--- src/rtl/fix_pkg.sv ---
// Shared types and constants for the FIX session byte-stream front end.
package fix_pkg;

    typedef enum logic [1:0] {
        ST_IDLE   = 2'd0,
        ST_READY  = 2'd1,
        ST_ACTIVE = 2'd2
    } fix_state_e;

    localparam logic [1:0] CONN_INITIATOR = 2'b01;
    localparam logic [1:0] CONN_ACCEPTOR  = 2'b10;
    localparam logic [7:0] FIX_MSG_END    = 8'h3B;

    typedef struct packed {
        logic [1:0]   conn_type;
        logic [7:0]   reconnect_int;
        logic [15:0]  start_time;
        logic [15:0]  end_time;
        logic [5:0]   begin_string;
        logic [5:0]   default_appl_ver_id;
        logic [255:0] sender_comp_id;
        logic [255:0] target_comp_id;
        logic [15:0]  host_addr;
        logic [7:0]   heart_beat_int;
    } fix_cfg_t;

    function automatic logic conn_type_legal(input logic [1:0] ct, input logic acceptor_en);
        return (ct == CONN_INITIATOR) || (acceptor_en && (ct == CONN_ACCEPTOR));
    endfunction

endpackage

--- src/rtl/fix_cfg_regs.sv ---
// Session configuration register bank with legality check.
// FIX_ACCEPTOR_EN additionally admits the acceptor connect type.
module fix_cfg_regs
    import fix_pkg::*;
(
    input  logic     clk,
    input  logic     reset,
    input  logic     load_i,
    input  fix_cfg_t cfg_i,
    output logic     legal_o
);

`ifdef FIX_ACCEPTOR_EN
    localparam logic ACCEPTOR_EN = 1'b1;
`else
    localparam logic ACCEPTOR_EN = 1'b0;
`endif

    fix_cfg_t cfg_q, cfg_d;

    always_comb begin
        cfg_d = cfg_q;
        if (load_i) begin
            cfg_d = cfg_i;
        end
    end

    always_ff @(posedge clk or posedge reset) begin
        if (reset) begin
            cfg_q <= '0;
        end else begin
            cfg_q <= cfg_d;
        end
    end

    // Legality is judged on the latched copy, so a start needs a prior configure edge.
    assign legal_o = conn_type_legal(cfg_q.conn_type, ACCEPTOR_EN) && (cfg_q.heart_beat_int != 8'd0);

endmodule

--- src/rtl/fix_dut.sv ---
// FIX initiator byte-stream front end: session FSM, one-stage byte forwarder, message tracking.
// Optional macro FIX_ACCEPTOR_EN (used in fix_cfg_regs) also allows acceptor sessions.
module fix_dut
    import fix_pkg::*;
(
    input  logic         clk,
    input  logic         reset,
    input  logic         enable,
    input  logic         start,
    input  logic         configure,
    input  logic [7:0]   din,
    input  logic [1:0]   connectType,
    input  logic [7:0]   reconnectInt,
    input  logic [15:0]  starttime,
    input  logic [15:0]  endtime,
    input  logic [5:0]   beginstring,
    input  logic [5:0]   defaultApplVerId,
    input  logic [255:0] senderCompId,
    input  logic [255:0] targetCompId,
    input  logic [15:0]  hostAddr,
    input  logic [7:0]   heartBeatInt,
    output logic [7:0]   dout,
    output logic         valid
);

    fix_state_e  state_q, state_d;
    fix_cfg_t    cfg_in;
    logic        cfg_legal;
    logic        fwd;
    logic [7:0]  dout_p1_q, dout_p1_d;
    logic        vld_p1_q, vld_p1_d;
    logic [15:0] byte_cnt_q, byte_cnt_d;
    logic [15:0] msg_cnt_q, msg_cnt_d;

    assign cfg_in = '{
        conn_type:           connectType,
        reconnect_int:       reconnectInt,
        start_time:          starttime,
        end_time:            endtime,
        begin_string:        beginstring,
        default_appl_ver_id: defaultApplVerId,
        sender_comp_id:      senderCompId,
        target_comp_id:      targetCompId,
        host_addr:           hostAddr,
        heart_beat_int:      heartBeatInt
    };

    fix_cfg_regs u_cfg_regs (
        .clk     (clk),
        .reset   (reset),
        .load_i  (configure),
        .cfg_i   (cfg_in),
        .legal_o (cfg_legal)
    );

    // configure dominates start, and also tears down an active session.
    always_comb begin
        state_d = state_q;
        if (configure) begin
            state_d = ST_READY;
        end else if ((state_q == ST_READY) && start && cfg_legal) begin
            state_d = ST_ACTIVE;
        end
    end

    assign fwd = (state_q == ST_ACTIVE) && enable;

    always_comb begin
        dout_p1_d  = dout_p1_q;
        vld_p1_d   = fwd;
        byte_cnt_d = byte_cnt_q;
        msg_cnt_d  = msg_cnt_q;
        if (fwd) begin
            dout_p1_d = din;
            if (din == FIX_MSG_END) begin
                byte_cnt_d = 16'd0;
                msg_cnt_d  = msg_cnt_q + 16'd1;
            end else begin
                byte_cnt_d = byte_cnt_q + 16'd1;
            end
        end
    end

    // Stage p1: registered output byte and strobe.
    always_ff @(posedge clk or posedge reset) begin
        if (reset) begin
            state_q    <= ST_IDLE;
            dout_p1_q  <= 8'h00;
            vld_p1_q   <= 1'b0;
            byte_cnt_q <= 16'd0;
            msg_cnt_q  <= 16'd0;
        end else begin
            state_q    <= state_d;
            dout_p1_q  <= dout_p1_d;
            vld_p1_q   <= vld_p1_d;
            byte_cnt_q <= byte_cnt_d;
            msg_cnt_q  <= msg_cnt_d;
        end
    end

    assign dout  = dout_p1_q;
    assign valid = vld_p1_q;

endmodule

--- config.mk ---
export PLATFORM = sky130hd
export DESIGN_NAME = fix_dut
export DESIGN_NICKNAME = d
export VERILOG_FILES = /design/src/rtl/fix_pkg.sv /design/src/rtl/fix_cfg_regs.sv /design/src/rtl/fix_dut.sv
export SDC_FILE = /design/constraint.sdc
export NUM_CORES = 1
export LEC_CHECK = 0
export CAP_MARGIN = 20
export CORE_AREA = 5 5 235 237
export DETAILED_ROUTE_END_ITERATION = 6
export DIE_AREA = 0 0 240 242
export GPL_TIMING_DRIVEN = 0
export MAX_ROUTING_LAYER = met4
export PLACE_DENSITY = 0.37
export SETUP_SLACK_MARGIN = 0.2
export SYNTH_ARGS = -nofsm -noshare
export SYNTH_HDL_FRONTEND = slang
export SYNTH_SLANG_ARGS = --single-unit
--- constraint.sdc ---
create_clock -name clk -period 1.2 [get_ports clk]
set_input_delay 0.24 -clock clk [delete_from_list [all_inputs] [get_ports clk]]
set_output_delay 0.24 -clock clk [all_outputs]
set_load 0.02 [all_outputs]
==> out/metrics.sh, run 1 <==
WORSTMARGINPINSLEW_PS=365
DIE_WIDTH_UM=240
RSZ_0062_RAISED_AFTER_GLOBAL_ROUTING='yes'
CRIT_PATH_START_KIND='register'
NETLIST_INSTANCES=54
POST_LAYOUT_NONFILLER_INSTANCES=798
ROWS=85
FIRST_PASS_ITERATION_COUNT_OF_THE_DETAILED_ROUTER=2
YS_FF_LATCH=21
OUTCOME='finished with violations'
CTS_MADE_BUFFERS=3
CELL_AREA_AFTER_SYNTHESIS_SQ_UM=835
PLACEDCELLCOUNT=782
DIE_AREA_SQ_UM=58100
DRT_DRC_VIOLATIONS_LEFT=0
FINAL_MIN_PERIOD_OVER_CLOCK_PERIOD_PCT=100
PORTBUFS=31
SEQUENTIALPOWERSHARE_PCT=40.2
PLACEMENT.CELL_AREA_SQ_UM=2030
GLOBAL_ROUTE.OVERFLOW_TOTAL=0
NUM_IO_PINS=612
VIOLATIONS='negative setup slack'
GRT_START_MAX_NET_PINS=13
DIE_H_UM=242
FIN_UTIL_PCT=4.23
CELL_INTERNAL_POWER_DISSIPATION_mW=1.51
MAX_FREQ_GHz=0.833
P_SW_mW=0.586
POWER_SWITCHING_SHARE_PCT=28.0
DRT-WIRELENGTH-PER-CELL_UM=4.78
POWER.STATIC_LEAKAGE_nW=0.678
DR.FIRST_ITER.DRC_COUNT=14
INSERTION_DELAY_OF_THE_LATER_CLOCKED_PIN_IN_THE_WORST_SKEW_PAIR_PS=280
CRIT_PATH_MAX_FANOUT=2
FIN_CRIT_PS=1200
CRITICALPATHCATEGORY='register to register'
CLOCK-SKEW-FINAL_PS=9.93
MOST_FREQUENT_CELLS_IN_THE_LAYOUT='21 x dfrtp_1, 21 x clkdlybuf4s50_1, 10 x buf_6'
DESIGN.FINAL.NETS=703
CTSROOTBUFFERMASTER='clkbuf_16'
ANTENNA_FOUND_INITIAL=4
TIMING.CRITICAL_PATH.TO_TYPE='register'
DR_VIAS_CELL=0.733
POWER_FRAC_COMB_PCT=19.7
SYNTHESIS.NETS=657
FILLER_CELL_COUNT=6236
FIRST_GLOBAL_VIAS=600
CLOCK_PATH_BUFFERS=2
DESIGN_AREA_SQ_UM=2240
ANT_NETS=0
CTS.HTREE.LEVELS=1
WORST_HOLD_SLACK_PS=273
VDD.IR_DROP.WORST_V=0.000428
DETAIL_ROUTE.WIRELENGTH_UM=3810
FLOORPLAN.INITIALDENSITY_PCT=1.57
CLOCK_TREE_FROM_TRITONCTS='built'
HOLD_VIOL_FINAL=0
PLACEABLECOREAREA_SQ_UM=53100
PLACE_HPWL_UM=2930
TIMING.SLEW.HEADROOM_PCT=75.6
CLK_TRANSITION_REPORTED_PATHS_PS=80
FINALSETUPVIOLATIONS=1
FINAL-MAX-SLEW-VIOLATION-COUNT=0
CRITICAL_PATH_ARRIVAL_PS=1370
YOSYS_WARNINGS=0
YOSYSSEQAREASHARE_PCT=63.0
AREA_GROWTH_PCT=169
MAX_CAP_VIOLATIONS=0
P_CLK_SHARE_PCT=40.1
PLACE_CONGESTION=0.543
VIA_COUNT=585
FINAL_WORST_SETUP_SLACK_PS=-1.07
POWER.DENSITY_nW_PER_UM2=932
CLOCK_SINK_COUNT=21
GRT_FIRST_PASS_WIRELENGTH_UM=4950
WORST_HOLD_PATH_TYPE='input pin to asynchronous set/reset pin'
POSTCTSHOLDBUFS=0
GRTUSAGETOTAL_PCT=1.43
CP.REQUIRED_PS=1360
SYNTH.DISTINCT_CELLS=12
SYNTH_AREA_PER_CELL_SQ_UM=15.5
PLACE_WS_PS=-421
DRIVE_ABOVE_1_SHARE_PCT=48.5
==> layout make-up <==
| class | instances | area [sq um] | share of cell area, % |
|---|---|---|---|
| buffer | 1 | 11.3 | 0.502 |
| tap | 696 | 871 | 38.8 |
| timing repair buffer | 41 | 412 | 18.3 |
| inverter | 4 | 18.8 | 0.836 |
| clock buffer | 3 | 75.1 | 3.34 |
| sequential | 21 | 526 | 23.4 |
| antenna | 3 | 7.51 | 0.334 |
| multi-input combinational | 28 | 319 | 14.2 |
| clock inverter | 1 | 5.00 | 0.223 |
==> what timing repair did <==
item,in CTS,in global routing
setup buffers,4,5
pin swaps,3,3
resized for setup,62,6
endpoints found under the setup margin,29,31
==> Yosys cell counts <==
library cell / instances / area share [%]
dfrtp_1: 21 / 63
mux2_2: 17 / 23
inv_1: 4 / 1.8
nand2_1: 3 / 1.3
nor4_2: 2 / 3.0
a31oi_1: 1 / 0.75
a32o_1: 1 / 1.2
buf_4: 1 / 0.90
nand2b_1: 1 / 0.75
nand3b_4: 1 / 2.4
nor2_1: 1 / 0.45
nor3b_2: 1 / 1.5
==> cell families after synthesis <==
group	after synthesis	synth area share [%]
flip-flops	21	63.0
multiplexers	17	22.9
AND/OR/NAND/NOR	9	9.44
buffers and inverters	5	2.70
AO/OA/AOI/OAI	2	1.95
==> critical path, cell delays in order, from the launching register on <==
cell     delay [ps]
dfrtp_1         390
nor4_2          300
nand2_2         140
a32o_1          240
==> worst paths after layout <==
| path | startpoint | endpoint | slack [ps] | cells past startpoint |
|---|---|---|---|---|
| min in group clk | configure | u_cfg_regs.cfg_q[7] | 360 | 2 |
| worst min register to register | u_cfg_regs.cfg_q[588] | u_cfg_regs.cfg_q[588] | 490 | 2 |
| max in group asynchronous | reset | dout[1] | 520 | 3 |
| worst max register to register | u_cfg_regs.cfg_q[6] | state_q[1] | -1 | 3 |
| worst max-delay path | u_cfg_regs.cfg_q[6] | state_q[1] | -1 | 3 |
| worst min-delay path | reset | dout[5] | 270 | 2 |
==> through the flow <==
stage	setup TNS (ps)	total power [mW]
finish	-1.07	2.09
global route	-56.2	2.23
CTS	-17.2	2.15
detailed placement	-7560	1.19
global placement	-16660	1.18
floorplan	0	0.989
==> layer usage <==
| metal | routed length (um) | part of all wire (%) | track usage (%) | up-vias |
|---|---|---|---|---|
| met5 | 0 | 0 | - | - |
| met4 | 51 | 1.3 | 0.401 | 0 |
| met3 | 560 | 15 | 1.41 | 4 |
| met2 | 1430 | 38 | 1.60 | 22 |
| met1 | 1770 | 46 | 1.72 | 274 |
| li1 | - | - | - | 285 |
==> flip-flops by register name, indices dropped and copies added (netlist names) <==
name              cells
valid                 1
dout                  8
u_cfg_regs.cfg_q     10
state_q               2
==> power groups by stage <==
stage | Clock [mW] | Combinational (mW) | Sequential (mW)
floorplan | 0 | 0.101 | 0.889
global placement | 0 | 0.335 | 0.843
detailed placement | 0 | 0.341 | 0.846
CTS | 0.931 | 0.384 | 0.840
global route | 0.935 | 0.442 | 0.850
finish | 0.839 | 0.413 | 0.840
No activity file was read; power rests on OpenSTA's default activity.
==> run 2: changes to the inputs <==
CTS_BUF_LIST = sky130_fd_sc_hd__clkbuf_8   (was default)
==> run 2 against run 1 <==
  * Total power decreased by 13%
  * Sequential cell count is the same
  * Routed wire length is 2.5% lower
  * Fmax is 0.11% lower
  * Cell area shrank 2.8%
  * Non-clock buffer count fell by 4
  * Via count decreased by 2.9%
  * Die area unchanged
  * The flow still finishes with violations (negative setup slack)
  * Register-to-register slack about the same
  * First-iteration DRC count is 14% lower
==> out/metrics.sh, run 2 (same netlist as run 1, synthesis figures left out) <==
OUTCOME='finished with violations'
VIOLATIONS='negative setup slack'
CLOCK_PATH_BUFFERS=2
LARGEST_REGISTER_BY_FLOP_COUNT='u_cfg_regs.cfg_q'
FLOORPLAN.INITIALDENSITY_PCT=1.57
VIA_COUNT=568
DRIVE_ABOVE_1_SHARE_PCT=44.2
DRT-WIRELENGTH-PER-CELL_UM=4.68
CRIT-REG2REG-CAPTURE='state_q[1]'
GRT_FIRST_PASS_WIRELENGTH_UM=4830
ROWS=85
POST_LAYOUT_NONFILLER_INSTANCES=794
TIMING.CRITICAL_PATH.FROM='u_cfg_regs.cfg_q[6]'
CLOCK_SINK_COUNT=21
FINALSETUPTNS_PS=-2.42
DIE_H_UM=242
PLACE_HPWL_UM=2930
CTSROOTBUFFERMASTER='clkbuf_8'
RSZ_0062_RAISED_AFTER_GLOBAL_ROUTING='yes'
CLOCK-SKEW-FINAL_PS=7.53
FIRST_GLOBAL_VIAS=594
CRITICALPATHCATEGORY='register to register'
DESIGN.FINAL.NETS=699
AREA_GROWTH_PCT=161
ANT_NETS=0
TOTALPOWERFINAL_mW=1.82
GRT_START_MAX_NET_PINS=13
GLOBAL_ROUTE.OVERFLOW_TOTAL=0
PORTBUFS=31
CLOCK_TREE_FROM_TRITONCTS='built'
GRTUSAGETOTAL_PCT=1.39
TIMING.RR.START='u_cfg_regs.cfg_q[6]'
RRSETUPSLACK_PS=-2
MOST_FREQUENT_CELLS_IN_THE_LAYOUT='21 x dfrtp_1, 21 x clkdlybuf4s50_1, 10 x buf_6'
DIE_WIDTH_UM=240
PLACE_CONGESTION=0.543
DETAIL_ROUTE.WIRELENGTH_UM=3720
WORSTMARGINPINSLEW_PS=678
NUM_IO_PINS=612
FIRST_PASS_ITERATION_COUNT_OF_THE_DETAILED_ROUTER=2
PLACEDCELLCOUNT=782
MAX_CAP_VIOLATIONS=0
DR.FIRST_ITER.DRC_COUNT=12
ANTENNA_FOUND_INITIAL=3
CTS.HTREE.LEVELS=1
FINAL-MAX-SLEW-VIOLATION-COUNT=0
FINAL_MIN_PERIOD_OVER_CLOCK_PERIOD_PCT=100
VDD.IR_DROP.WORST_V=0.000300
HOLD_VIOL_FINAL=0
CRIT_PATH_START_KIND='register'
CRITICAL_PATH_ARRIVAL_PS=1390
TIMING.SLEW.HEADROOM_PCT=54.7
DRT_DRC_VIOLATIONS_LEFT=0
FINALSETUPVIOLATIONS=1
DR_VIAS_CELL=0.715
POWER.DENSITY_nW_PER_UM2=834
DESIGN_AREA_SQ_UM=2180
DIE_AREA_SQ_UM=58100
SETUP.WORST_PATH.END='state_q[1]'
TIMING.CRITICAL_PATH.TO_TYPE='register'
MAX_FREQ_GHz=0.832
PLACEABLECOREAREA_SQ_UM=53100
WORST_HOLD_SLACK_PS=322
FINAL_WORST_SETUP_SLACK_PS=-2.42
LARGEST_REGISTER_FF_COUNT=10
CRIT_PATH_MAX_FANOUT=2
POWER.STATIC_LEAKAGE_nW=0.650
PLACEMENT.CELL_AREA_SQ_UM=2030
WORST_HOLD_PATH_TYPE='input pin to asynchronous set/reset pin'
R2R_CELLS=3
CTS_MADE_BUFFERS=3
CP.REQUIRED_PS=1390
INSERTION_DELAY_OF_THE_LATER_CLOCKED_PIN_IN_THE_WORST_SKEW_PAIR_PS=300
POSTCTSHOLDBUFS=0
CLK_TRANSITION_REPORTED_PATHS_PS=110
FIN_CRIT_PS=1200
## run 2: changes by cell type in the layout (fill, tap and decap cells not counted), sizes merged
cell         change
clkbuf           -1
clkinvlp         -1
dlygate4sd2      +1
buf              -4
inv              +1
## run 2: power by group
group | leakage (nW) | switching, mW | internal [mW]
combinational | 0.361 | 0.142 | 0.255
clock | 0.0255 | 0.347 | 0.235
sequential | 0.263 | 0.0555 | 0.786
total | 0.650 | 0.544 | 1.28
## run 2: per-layer routing
metal | vias to the layer above | part of all wire, % | track usage (%)
met5 | - | 0 | -
met3 | 4 | 15 | 1.41
met1 | 268 | 46 | 1.63
li1 | 275 | - | -
met4 | 0 | 1.4 | 0.401
met2 | 21 | 38 | 1.58
## run 2: worst min-delay path by stage
stage / start / endpoint / slack, ps / depth (start not counted)
6_report: reset / dout[4] / 320 / 2
5_1_grt: reset / dout[4] / 350 / 2
3_3_place_gp: u_cfg_regs.cfg_q[588] / u_cfg_regs.cfg_q[588] / 490 / 2
3_5_place_dp: u_cfg_regs.cfg_q[588] / u_cfg_regs.cfg_q[588] / 480 / 2
4_1_cts: reset / dout[5] / 330 / 2
2_1_floorplan: reset / dout[0] / 220 / 1
## run 2: worst max-delay path, cell delays in order (launching register included)
cell and delay [ps]:
dfrtp_1 410, nor4_2 300, nand2_2 140, a32o_1 240
## run 2: per-stage QoR
step	utilization, %	worst slack [ps]
after floorplan	-	173
final	4.11	-2.42
after detailed placement	3.83	-421
after CTS	4.04	-29.1
after global routing	4.11	-67.3
after global placement	3.80	-465
## run 2: repair_timing
item,CTS,global route
cloned,0,0
pin swaps,3,3
endpoints found under the hold margin,0,0
gates resized for setup,65,0
endpoints found under the setup margin,28,19
buffers inserted,1,4
## run 2: layout make-up
type                            instances  area, sq um
Antenna cell                            3         7.51
Inverter                                4         15.0
Sequential cell                        21          526
Fill cell                            6242        50900
Clock inverter                          1         5.00
Timing Repair Buffer                   37          385
Multi-Input combinational cell         28          319
Tap cell                              696          871
Clock buffer                            3         41.3
Buffer                                  1         11.3
==> variant 1, RTL diff (flow settings as in run 1) <==
Make the reset (`reset`) synchronous in 2 clocked blocks.
--- a/src/rtl/fix_cfg_regs.sv
+++ b/src/rtl/fix_cfg_regs.sv
@@ -25,7 +25,7 @@
         end
     end
 
-    always_ff @(posedge clk or posedge reset) begin
+    always_ff @(posedge clk) begin
         if (reset) begin
             cfg_q <= '0;
         end else begin
--- a/src/rtl/fix_dut.sv
+++ b/src/rtl/fix_dut.sv
@@ -82,7 +82,7 @@
     end
 
     // Stage p1: registered output byte and strobe.
-    always_ff @(posedge clk or posedge reset) begin
+    always_ff @(posedge clk) begin
         if (reset) begin
             state_q    <= ST_IDLE;
             dout_p1_q  <= 8'h00;
Check against the original RTL: differs if reset is asserted again (counterexample within 4 cycles, from zero or initial values and one cycle with reset high); with reset held inactive, the same outputs for 10 cycles.
==> variant 1 against run 1 <==
  * Sequential share of layout area is 3.0 points lower
  * Setup slack worse by 0.011 ns
  * Critical endpoint is now state_q[1]
  * Critical path type is now input port to register
  * Design area fell by 5.8%
  * The flow still finishes with violations (setup timing)
  * Area after synthesis is 6.7% lower
  * Sequential cell count is the same
  * Via count grew 11%
  * Wire length increased by 3.2%
Power is not compared: it rests on default switching activity, and its combinational part moved more than twofold at a synthesized area within 25%.
==> variant 1: results (changes against run 1) <==
Vias in the first global route: 681 (+14%)
Buffering overhead: 18.11% (-0.73 points)
Initial antenna violation count: 2 (-2)
Net Count, Synth: 676 (+2.9%)
Pre-CTS setup slack: -0.4993 ns (-0.07831 ns)
#MultiIn Comb: 46 (+64%)
Post-CTS sizing: 70 (+13%)
Post-synth ARST share: 0% (-100 points)
Rel. slew slack: 75.62% (about the same)
ClkCell Share: 3.787% (+0.22 points)
Met1 wire length: 1846 um (+4.4%)
Violated checks: setup timing
GR Util met2: 1.770% (+0.17 points)
Mapped Cells: 73 (+35%)
# setup viols final: 1 (unchanged)
Design Area, Final: 0.002115 mm^2 (-5.8%)
Final setup TNS: -0.01252 ns (-0.01146 ns)
Worst Skew: 0.001244 ns (-0.008689 ns)
Placed cell count: 800 (+2.3%)
Final WS setup: -0.01252 ns (-0.01146 ns)
Routability Congestion: 0.5312 (-2.2%)
Multi-input combinational area share: 15.92% (+1.7 points)
Inverters: 2 (-2)
Post-Route WL: 3936 um (+3.2%)
Met3 Resource Use GR: 1.355% (-0.057 points)
DR WL met3: 568 um (+1.4%)
Layout Nets: 713 (+1.4%)
Area of placed instances: 0.001959 mm^2 (-3.5%)
Initial drt markers: 18 (+4)
Tot GR Track Use: 1.477% (+0.050 points)
Non-Filler Instances: 807 (+1.1%)
Netlist cell types: 13 (+1)
Drt first pass iters: 4 (+2)
Antenna cells: 2 (-1)
Storage cell area: 431.7 um^2 (-18%)
Count of plain and timing-repair buffers: 36 (-14%)
HP Class: register to register
Global-route wire length before repair: 5202 um (+5.0%)
Outcome: finished, violations left
Met1 Resource Use GR: 1.752% (+0.032 points)
WP data arrival: 1.44 ns (+0.07 ns)
Length of routed met2 wiring: 1467 um (+2.4%)
Commonest cells in the netlist: dfxtp_1 (21), nor2_1 (20), mux2i_1 (18)
Synth top area cells: dfxtp_1 (54%), mux2i_1 (23%), nor2_1 (9.6%)
# Post-CTS Setup Buffers: 0 (-4)
## variant 1: cell types whose count changed in the layout (fill, tap and decap cells not counted), sizes merged, moves of 2 or more
cell,change
buf,-6
nand2,-2
dfxtp,+21
mux2i,+18
nor2,+19
mux2,-17
dfrtp,-21
## variant 1: kinds of logic (layout without fill, tap and decap cells)
kind of cell           after synthesis  count (layout)  synth area share [%]
other                                0               2                     0
AND/OR/NAND/NOR                     25              25                 14.95
buffers and inverters                6              42                 3.859
AO/OA/AOI/OAI                        3               3                 4.019
multiplexers                        18              18                 23.15
flip-flops                          21              21                 54.02
## variant 1: critical path, cell delays in order
cell and delay, ns:
clkdlybuf4s50_1 0.50, nand2_1 0.07, a2111oi_2 0.41, a31o_2 0.21
## variant 1: worst paths after layout
path	to	start	slack, ns
setup / recovery	state_q[1]	start	-0.01
hold / removal	state_q[0]	state_q[1]	0.49
setup reg to reg	state_q[1]	u_cfg_regs.cfg_q[1]	0
hold reg to reg	state_q[0]	state_q[1]	0.49
==> variant 2, RTL diff (config.mk and constraints of run 1) <==
Made on the original files. Change the localparam `ACCEPTOR_EN` of `fix_cfg_regs` from 1'b0 to 1'b1.
--- a/src/rtl/fix_cfg_regs.sv
+++ b/src/rtl/fix_cfg_regs.sv
@@ -13,7 +13,7 @@
 `ifdef FIX_ACCEPTOR_EN
     localparam logic ACCEPTOR_EN = 1'b1;
 `else
-    localparam logic ACCEPTOR_EN = 1'b0;
+    localparam logic ACCEPTOR_EN = 1'b1;
 `endif
 
     fix_cfg_t cfg_q, cfg_d;
Check against the original RTL: not equivalent (a bounded check fails within 4 cycles, from zero or initial values and one cycle with reset high).
==> variant 2 against run 1 <==
  * The flow still finishes with violations (setup timing)
  * Design area fell by 1.1%
  * Sequential cell count did not move
  * Final cell count fell by 1.0%
  * Wire length fell by 0.42%
  * Critical path depth did not move
  * Count of clock-buffer cells in the layout did not move
  * Area after synthesis fell by 0.45%
  * Fmax fell by 8.1%
  * Setup slack got worse by 0.11 ns
Power is not compared: it rests on default switching activity, and its combinational part moved more than twofold at a synthesized area within 25%.
==> variant 2: results (changes against run 1) <==
Crit-path max cell delay: 0.59 ns (+0.20 ns)
Slowest stage cell on the critical path: or4_4
Worst-case reg-to-reg path depth: 3 (unchanged)
Post-Route WL: 3797 um (-0.42%)
Area of placed instances: 0.002048 mm^2 (+0.86%)
Critical Path Start: u_cfg_regs.cfg_q[2]
Root Driver: clkbuf_16
# fillers: 6227 (-0.14%)
DP HPWL: 2966 um (+1.3%)
Placed cell count: 781 (-0.13%)
Vias: 566 (-3.2%)
Rel. slew slack: 77.71% (+2.1 points)
Final ANT Viol Nets: 0 (unchanged)
Outcome: finished, violations left
Pre-CTS setup slack: -0.6477 ns (-0.2267 ns)
Net Count, Synth: 656 (-0.15%)
Netlist cell types: 14 (+2)
Vias in the first global route: 602 (+0.33%)
Initial antenna violation count: 0 (-4)
Design Area, Final: 0.002220 mm^2 (-1.1%)
Violated checks: setup timing
Antenna cells: 0 (-3)
# setup viols final: 2 (+1)
Per-cell routed wire length: 4.806 um (+0.59%)
Seq/Total Area, Yosys: 63.25% (+0.28 points)
Final WS setup: -0.1064 ns (-0.1053 ns)
DR WL met3: 278 um (-50%)
Global-route wire length before repair: 5085 um (+2.6%)
Tot GR Track Use: 1.441% (+0.014 points)
Met3 Resource Use GR: 0.9904% (-0.42 points)
Initial drt markers: 8 (-6)
Worst Skew: 0.008168 ns (-0.001764 ns)
Layout cells sized above 1: 44.68% (-3.8 points)
Length of routed met2 wiring: 1530 um (+6.8%)
Routability Congestion: 0.5533 (+1.9%)
Layout Nets: 698 (-0.71%)
GR Util met2: 1.770% (+0.17 points)
Synth top area cells: dfrtp_1 (63%), mux2_2 (20%), mux2_1 (4.1%)
Met1 wire length: 1956 um (+11%)
variant 2: what timing repair did:
item,4_1_cts,5_1_grt
gates resized for setup,61,6
setup buffers,3,2
pin swaps,1,0
setup endpoints to repair,29,19
variant 2: cells by family after synthesis:
family | after synthesis | synth area share, %
compound gates | 2 | 1.808
xor+xnor | 1 | 1.054
buf+inv | 4 | 1.957
flops | 21 | 63.25
mux | 18 | 24.40
simple gates | 7 | 7.529
variant 2: cell type report:
type                    count  share of cell area, %
repair buffers             37                  17.70
clock inverters             1                 0.2255
flip-flops and latches     21                  23.68
well taps                 696                  39.23
multi-input cells          28                  14.77
clock buffers               3                  3.382
plain buffers               1                 0.5073
inverters                   3                 0.5073
variant 2: metrics by stage:
| stage | total power, mW | hold slack, ns | TNS (ns) |
|---|---|---|---|
| floorplan | 1.375 | 0.2165 | 0 |
| CTS | 2.884 | 0.1959 | -0.3269 |
| finish | 2.808 | 0.2087 | -0.2081 |
| global route | 3.011 | 0.2154 | -0.3307 |
| detailed placement | 1.818 | 0.4980 | -8.709 |
| global placement | 1.803 | 0.4914 | -18.96 |
variant 2: where the power goes:
group / switching, mW / internal, mW
combinational: 0.360 / 0.597
clock: 0.385 / 0.453
sequential: 0.126 / 0.888
variant 2: worst reg2reg max path, cell delays in order (launching register included):
cell	delay [ns]
dfrtp_1	0.38
or4_4	0.59
nor2_4	0.15
o22ai_1	0.08
variant 2: how the worst min path moves through the flow:
stage	startpoint	endpoint	slack (ns)	depth (start not counted)
after floorplan	reset	dout[0]	0.22	1
after global placement	dout[0]	dout[0]	0.49	1
after detailed placement	dout[3]	dout[3]	0.50	1
after CTS	reset	dout[1]	0.20	2
after global routing	reset	dout[2]	0.22	2
final	reset	dout[2]	0.21	2
